<file path="config.mk">
export PLATFORM = sky130hd
export DESIGN_NAME = mem_arbiter_flat
export DESIGN_NICKNAME = d
export VERILOG_FILES = /design/src/rtl/mem_arbiter_if.sv /design/src/rtl/mem_arbiter.sv /design/src/flat_wrapper.sv
export SDC_FILE = /design/constraint.sdc
export NUM_CORES = 1
export LEC_CHECK = 0
export CAP_MARGIN = 20
export CORE_UTILIZATION = 35
export CTS_BUF_LIST = sky130_fd_sc_hd__clkbuf_4
export CTS_CLUSTER_SIZE = 8
export DETAILED_ROUTE_END_ITERATION = 10
export PLACE_DENSITY = 0.71
export SKIP_CTS_REPAIR_TIMING = 1
export SLEW_MARGIN = 10
export SYNTH_ARGS = -nofsm -noshare
export SYNTH_HDL_FRONTEND = slang
export SYNTH_SLANG_ARGS = --single-unit
</file>
<file path="constraint.sdc">
create_clock -name clk -period 1.7 [get_ports clk]
set_input_delay 0.34 -clock clk [delete_from_list [all_inputs] [get_ports clk]]
set_output_delay 0.34 -clock clk [all_outputs]
set_load 0.01 [all_outputs]
</file>
<file path="src/rtl/mem_arbiter_if.sv">
// Bundle of requester handshakes, shared byte-memory port and busy flag for mem_arbiter.
// The arbiter uses the slave view; requesters and the memory use the master view.
interface mem_arbiter_if #(parameter int ADDR_W = 10);
  logic              a_req,   b_req;
  logic              a_we,    b_we;
  logic [ADDR_W-1:0] a_addr,  b_addr;
  logic [31:0]       a_wdata, b_wdata;
  logic              a_ack,   b_ack;
  logic [31:0]       a_rdata, b_rdata;
  logic [ADDR_W-1:0] mem_addr;
  logic [7:0]        mem_wdata;
  logic              mem_re,  mem_we;
  logic [7:0]        mem_rdata;
  logic              busy;

  modport slave (
    input  a_req, b_req, a_we, b_we, a_addr, b_addr, a_wdata, b_wdata, mem_rdata,
    output a_ack, b_ack, a_rdata, b_rdata, mem_addr, mem_wdata, mem_re, mem_we, busy
  );

  modport master (
    output a_req, b_req, a_we, b_we, a_addr, b_addr, a_wdata, b_wdata, mem_rdata,
    input  a_ack, b_ack, a_rdata, b_rdata, mem_addr, mem_wdata, mem_re, mem_we, busy
  );
endinterface

</file>
<file path="src/rtl/mem_arbiter.sv">
// Round-robin arbiter giving a CPU (A) and a DMA (B) 32-bit word access to a byte-wide
// memory; each access is split into four little-endian byte beats.
module mem_arbiter #(
  parameter int ADDR_W = 10
) (
  input logic        clk,
  input logic        rst_n,
  mem_arbiter_if.slave bus
);

  typedef enum logic [1:0] {IDLE, XFER, RWAIT, DONE} state_t;

  localparam logic [ADDR_W-1:0] ALIGN_MASK = ~ADDR_W'(3);

  state_t            state_q, state_d;
  logic [1:0]        beat_q;
  logic              sel_q;       // 0 = A, 1 = B
  logic              last_q;      // requester granted most recently, 1 = B
  logic              we_q;
  logic [ADDR_W-1:0] addr_q;
  logic [31:0]       wdata_q;
  logic [23:0]       rbuf_q;
  logic [31:0]       a_rdata_q, b_rdata_q;
  logic              grant_b;
  logic              xfer;

  // On a tie the requester that did not win last time takes the grant.
  assign grant_b = bus.b_req & (~bus.a_req | ~last_q);
  assign xfer    = (state_q == XFER);

  always_comb begin
    state_d = state_q;
    case (state_q)
      IDLE:    if (bus.a_req || bus.b_req) state_d = XFER;
      XFER:    if (beat_q == 2'd3) state_d = we_q ? DONE : RWAIT;
      RWAIT:   state_d = DONE;
      DONE:    state_d = IDLE;
      default: state_d = IDLE;
    endcase
  end

  always_comb begin
    bus.mem_re    = 1'b0;
    bus.mem_we    = 1'b0;
    bus.mem_addr  = '0;
    bus.mem_wdata = 8'h00;
    if (xfer) begin
      bus.mem_re   = ~we_q;
      bus.mem_we   = we_q;
      bus.mem_addr = addr_q + ADDR_W'(beat_q);
      case (beat_q)
        2'd0:    bus.mem_wdata = wdata_q[7:0];
        2'd1:    bus.mem_wdata = wdata_q[15:8];
        2'd2:    bus.mem_wdata = wdata_q[23:16];
        default: bus.mem_wdata = wdata_q[31:24];
      endcase
    end
  end

  assign bus.busy    = (state_q != IDLE);
  assign bus.a_ack   = (state_q == DONE) & ~sel_q;
  assign bus.b_ack   = (state_q == DONE) & sel_q;
  assign bus.a_rdata = a_rdata_q;
  assign bus.b_rdata = b_rdata_q;

  always_ff @(posedge clk or negedge rst_n) begin
    if (!rst_n) begin
      state_q   <= IDLE;
      beat_q    <= 2'd0;
      sel_q     <= 1'b0;
      last_q    <= 1'b1;
      we_q      <= 1'b0;
      addr_q    <= '0;
      wdata_q   <= 32'h0;
      rbuf_q    <= 24'h0;
      a_rdata_q <= 32'h0;
      b_rdata_q <= 32'h0;
    end else begin
      state_q <= state_d;
      case (state_q)
        IDLE: begin
          if (bus.a_req || bus.b_req) begin
            sel_q   <= grant_b;
            last_q  <= grant_b;
            we_q    <= grant_b ? bus.b_we : bus.a_we;
            addr_q  <= (grant_b ? bus.b_addr : bus.a_addr) & ALIGN_MASK;
            wdata_q <= grant_b ? bus.b_wdata : bus.a_wdata;
            beat_q  <= 2'd0;
          end
        end
        XFER: begin
          beat_q <= beat_q + 2'd1;
          // Memory returns the byte one cycle after its strobe, so beat k holds byte k-1.
          if (!we_q) begin
            case (beat_q)
              2'd1:    rbuf_q[7:0]   <= bus.mem_rdata;
              2'd2:    rbuf_q[15:8]  <= bus.mem_rdata;
              2'd3:    rbuf_q[23:16] <= bus.mem_rdata;
              default: ;
            endcase
          end
        end
        RWAIT: begin
          if (sel_q) b_rdata_q <= {bus.mem_rdata, rbuf_q};
          else       a_rdata_q <= {bus.mem_rdata, rbuf_q};
        end
        default: ;
      endcase
    end
  end

endmodule

</file>
<file path="src/flat_wrapper.sv">
// flat-port wrapper written by rule: the top's interface ports become plain ports
module mem_arbiter_flat 
#(
  parameter int ADDR_W = 10
)
  (clk, rst_n, bus_a_req, bus_b_req, bus_a_we, bus_b_we, bus_a_addr, bus_b_addr, bus_a_wdata, bus_b_wdata, bus_mem_rdata, bus_a_ack, bus_b_ack, bus_a_rdata, bus_b_rdata, bus_mem_addr, bus_mem_wdata, bus_mem_re, bus_mem_we, bus_busy);
  mem_arbiter_if #(.ADDR_W(ADDR_W)) bus_i ();
  input logic clk;
  input logic rst_n;
  input wire logic [$bits(bus_i.a_req)-1:0] bus_a_req;
  input wire logic [$bits(bus_i.b_req)-1:0] bus_b_req;
  input wire logic [$bits(bus_i.a_we)-1:0] bus_a_we;
  input wire logic [$bits(bus_i.b_we)-1:0] bus_b_we;
  input wire logic [$bits(bus_i.a_addr)-1:0] bus_a_addr;
  input wire logic [$bits(bus_i.b_addr)-1:0] bus_b_addr;
  input wire logic [$bits(bus_i.a_wdata)-1:0] bus_a_wdata;
  input wire logic [$bits(bus_i.b_wdata)-1:0] bus_b_wdata;
  input wire logic [$bits(bus_i.mem_rdata)-1:0] bus_mem_rdata;
  output wire logic [$bits(bus_i.a_ack)-1:0] bus_a_ack;
  output wire logic [$bits(bus_i.b_ack)-1:0] bus_b_ack;
  output wire logic [$bits(bus_i.a_rdata)-1:0] bus_a_rdata;
  output wire logic [$bits(bus_i.b_rdata)-1:0] bus_b_rdata;
  output wire logic [$bits(bus_i.mem_addr)-1:0] bus_mem_addr;
  output wire logic [$bits(bus_i.mem_wdata)-1:0] bus_mem_wdata;
  output wire logic [$bits(bus_i.mem_re)-1:0] bus_mem_re;
  output wire logic [$bits(bus_i.mem_we)-1:0] bus_mem_we;
  output wire logic [$bits(bus_i.busy)-1:0] bus_busy;
  assign bus_i.a_req = bus_a_req;
  assign bus_i.b_req = bus_b_req;
  assign bus_i.a_we = bus_a_we;
  assign bus_i.b_we = bus_b_we;
  assign bus_i.a_addr = bus_a_addr;
  assign bus_i.b_addr = bus_b_addr;
  assign bus_i.a_wdata = bus_a_wdata;
  assign bus_i.b_wdata = bus_b_wdata;
  assign bus_i.mem_rdata = bus_mem_rdata;
  assign bus_a_ack = bus_i.a_ack;
  assign bus_b_ack = bus_i.b_ack;
  assign bus_a_rdata = bus_i.a_rdata;
  assign bus_b_rdata = bus_i.b_rdata;
  assign bus_mem_addr = bus_i.mem_addr;
  assign bus_mem_wdata = bus_i.mem_wdata;
  assign bus_mem_re = bus_i.mem_re;
  assign bus_mem_we = bus_i.mem_we;
  assign bus_busy = bus_i.busy;
  mem_arbiter #(.ADDR_W(ADDR_W)) u_core (.clk(clk), .rst_n(rst_n), .bus(bus_i));
endmodule
</file>
==> insert_results.sql <==
INSERT INTO impl_metrics (metric_group, metric, value, unit) VALUES
('worst_setup_path', 'critical_path.cell_chain', 'inv_2, ha_4, a222oi_1, a21oi_1, clkbuf_2', ''),
('pwr', 'total_power', '19500', 'uW'),
('placed_design', 'finalWeightedCongestion', '0.844', ''),
('cells_and_area', 'syn_to_final_growth', '71.4', '%'),
('cts', 'cts.reportedPaths.clkPinSlew', '0.13', 'ns'),
('synthesis', 'synth.yosys.seq_area_share', '0.569', ''),
('global_routing', 'grt_overflow', '0', ''),
('outcome', 'violations', 'negative setup slack', ''),
('drt', 'num_vias', '5113', ''),
('placed_design', 'numPlacedInstances', '906', ''),
('cts', 'cts_tree', 'yes', ''),
('synthesis', 'yosysUniqueCellTypes', '39', ''),
('flow_run', 'max_capacitance_violation_total', '0', ''),
('synthesis', 'synthesis.yosys.warnings', '0', ''),
('cts', 'cts_buffers', '17', ''),
('synthesis', 'number_of_instances_in_the_synthesized_netlist', '505', ''),
('outcome', 'run_status', 'finished with violations', ''),
('sta', 'hold_ws', '0.278', 'ns'),
('worst_setup_path', 'reg2reg_from', 'u_core.state_q[0]', ''),
('synthesis', 'netlist_top_cells_count', '134 x dfrtp_1, 92 x a21oi_1, 84 x mux2_2', ''),
('global_routing', 'grt_max_degree', '52', ''),
('sta', 'worst_clock_skew', '0.0250', 'ns'),
('synthesis', 'synthesis.area', '0.00594', 'sq mm'),
('sta', 'worst_slack', '-0.677', 'ns'),
('floorplan', 'rows', '47', ''),
('cells_and_area', 'design.final.nets', '851', ''),
('sta', 'grt_setup_unrepaired', 'true', ''),
('pwr', 'static-leakage-power', '0.00507', 'uW'),
('synthesis', 'ys_async_sr_fraction', '1.00', ''),
('synthesis', 'synth_ff_type', 'dfrtp_1', ''),
('worst_setup_path', 'timing.critical_path.arrival', '2.04', 'ns'),
('synthesis', 'netlist.top_cell.by_area', 'dfrtp_1', ''),
('drt', 'detailedRoute.firstPassIterationCount', '8', ''),
('pwr', 'vdd_ir_drop_max', '0.780', 'mV'),
('cts', 'insertion_delay', '0.56', 'ns'),
('sta', 'max_slew.worst_pin.slew', '0.554', 'ns'),
('global_routing', 'grtUsageTotal', '0.187', ''),
('worst_setup_path', 'worst_r2r_endpoint', 'u_core.bus.a_rdata[3]', ''),
('worst_setup_path', 'critical_path_required', '1.36', 'ns'),
('drt', 'first_iter_violations', '306', ''),
('worst_setup_path', 'crit_fanout', '9', ''),
('sta', 'timing.final.crit_period', '2.38', 'ns'),
('cts', 'htreeDepth', '4', ''),
('synthesis', 'synth_top_area_share', '0.565', ''),
('floorplan', 'io_pins', '185', ''),
('cells_and_area', 'layout_cells_sized_above_1', '0.442', ''),
('worst_setup_path', 'reg2reg_depth', '9', ''),
('cts', 'numClockSinks', '135', ''),
('drt', 'viasPerCell', '5.24', ''),
('drt', 'wirelength', '20600', 'microns'),
('floorplan', 'floorplan.die.width', '132', 'microns'),
('worst_setup_path', 'timing.critical_path.from', 'u_core.beat_q[1]', ''),
('worst_setup_path', 'criticalPathCategory', 'reg -> out', ''),
('floorplan', 'die_h', '132', 'microns'),
('synthesis', 'synth_area_leaders', 'dfrtp_1 56%, mux2_2 16%, a21oi_1 7.8%', ''),
('placed_design', 'dp_slack', '-0.491', 'ns'),
('cells_and_area', 'layout.area.seq', '0.00338', 'sq mm'),
('sta', 'final-setup-viol-count', '157', ''),
('synthesis', 'yosys.cell_count.top_type', 'dfrtp_1', ''),
('cts', 'ctsLongestPathBuffers', '2', ''),
('cells_and_area', 'fin_cells', '976', ''),
('cells_and_area', 'post-route-util', '0.614', ''),
('worst_setup_path', 'r2r_setup_slack', '-0.21', 'ns'),
('floorplan', 'initial_core_util', '0.358', ''),
('synthesis', 'ys_seq_elements', '135', ''),
('sta', 'max-slew-margin-rel', '0.630', ''),
('drt', 'wire_per_inst', '21.1', 'microns'),
('sta', 'drv_slew', '0', ''),
('pwr', 'power_density', '1920', 'mW/mm^2'),
('floorplan', 'design.die.area', '0.0175', 'sq mm'),
('floorplan', 'floorplan.core_area', '0.0166', 'sq mm');
how the worst max path moves through the flow:
stage | to | cells past startpoint
final | bus_mem_wdata[3] | 5
after global routing | bus_mem_wdata[2] | 5
after CTS | bus_mem_wdata[2] | 5
after detailed placement | bus_mem_wdata[2] | 5
after global placement | bus_mem_wdata[5] | 5
after floorplan | bus_mem_wdata[5] | 5
critical path: cells and delay by family (launching register included):
family | cells | cell delay [ns]
AOI/OAI and AO/OA | 2 | 0.59
DFF | 1 | 0.43
buffers and inverters | 2 | 0.26
adders and majority gates | 1 | 0.21
registers in the layout, indices dropped and copies added (netlist names):
signal	count
u_core.addr_q	8
u_core.beat_q	2
u_core.bus.a_rdata	32
u_core.bus.b_rdata	32
u_core.last_q	1
u_core.rbuf_q	24
u_core.sel_q	1
u_core.state_q	2
u_core.wdata_q	32
u_core.we_q	1
cell usage in the layout (no fill, tap or decap), types with 8 or more instances in the layout:
cell type / synthesis / final
a21oi_1: 92 / 31
dlymetal6s2s_1: 0 / 64
buf_4: 4 / 31
buf_12: 0 / 12
nor2_4: 0 / 8
clkdlybuf4s50_1: 0 / 92
mux2_4: 4 / 86
and2_4: 0 / 11
dfrtp_1: 134 / 133
a222oi_1: 8 / 8
buf_6: 6 / 28
a21oi_2: 0 / 46
clkbuf_4: 0 / 17
a21oi_4: 0 / 15
clkbuf_16: 0 / 13
nor2_1: 42 / 31
o21ai_0: 9 / 8
nand2_1: 44 / 41
stage by stage:
stage,setup TNS [ns],area [sq um]
2_1_floorplan,0,5940
3_3_place_gp,-6.62,8200
3_5_place_dp,-11.68,8200
4_1_cts,-36.24,8480
5_1_grt,-32.38,10200
6_report,-25.33,10200
area by class of cell:
| type | count | area share |
|---|---|---|
| inverters | 7 | 0.00332 |
| multi-input cells | 328 | 0.321 |
| flip-flops and latches | 135 | 0.332 |
| clock inverters | 15 | 0.0151 |
| clock buffers | 17 | 0.0125 |
| well taps | 220 | 0.0270 |
| repair buffers | 254 | 0.289 |
cell families (layout without fill, tap and decap cells):
| logic type | after synthesis | in the layout | share of synthesized area |
|---|---|---|---|
| buffers and inverters | 43 | 293 | 0.0434 |
| AO/OA/AOI/OAI | 120 | 121 | 0.114 |
| AND/OR/NAND/NOR | 107 | 107 | 0.0796 |
| flip-flops | 135 | 135 | 0.569 |
| multiplexers | 90 | 90 | 0.173 |
| adder cells (fa/ha/maj) | 10 | 10 | 0.0211 |
per-layer routing:
layer,track usage,vias up,part of all wire
met5,0,-,0
met4,0.0677,0,0.040
met3,0.0557,59,0.075
met2,0.303,291,0.49
met1,0.237,2536,0.39
li1,-,2227,-
where the power goes:
group          leakage (uW)  switching (uW)  internal [uW]
Combinational       0.00337            4660           6510
Clock              0.000136            1290            873
Sequential          0.00156            1280           4890
Total               0.00507            7230          12300
Power figures use the tool's default switching activity.
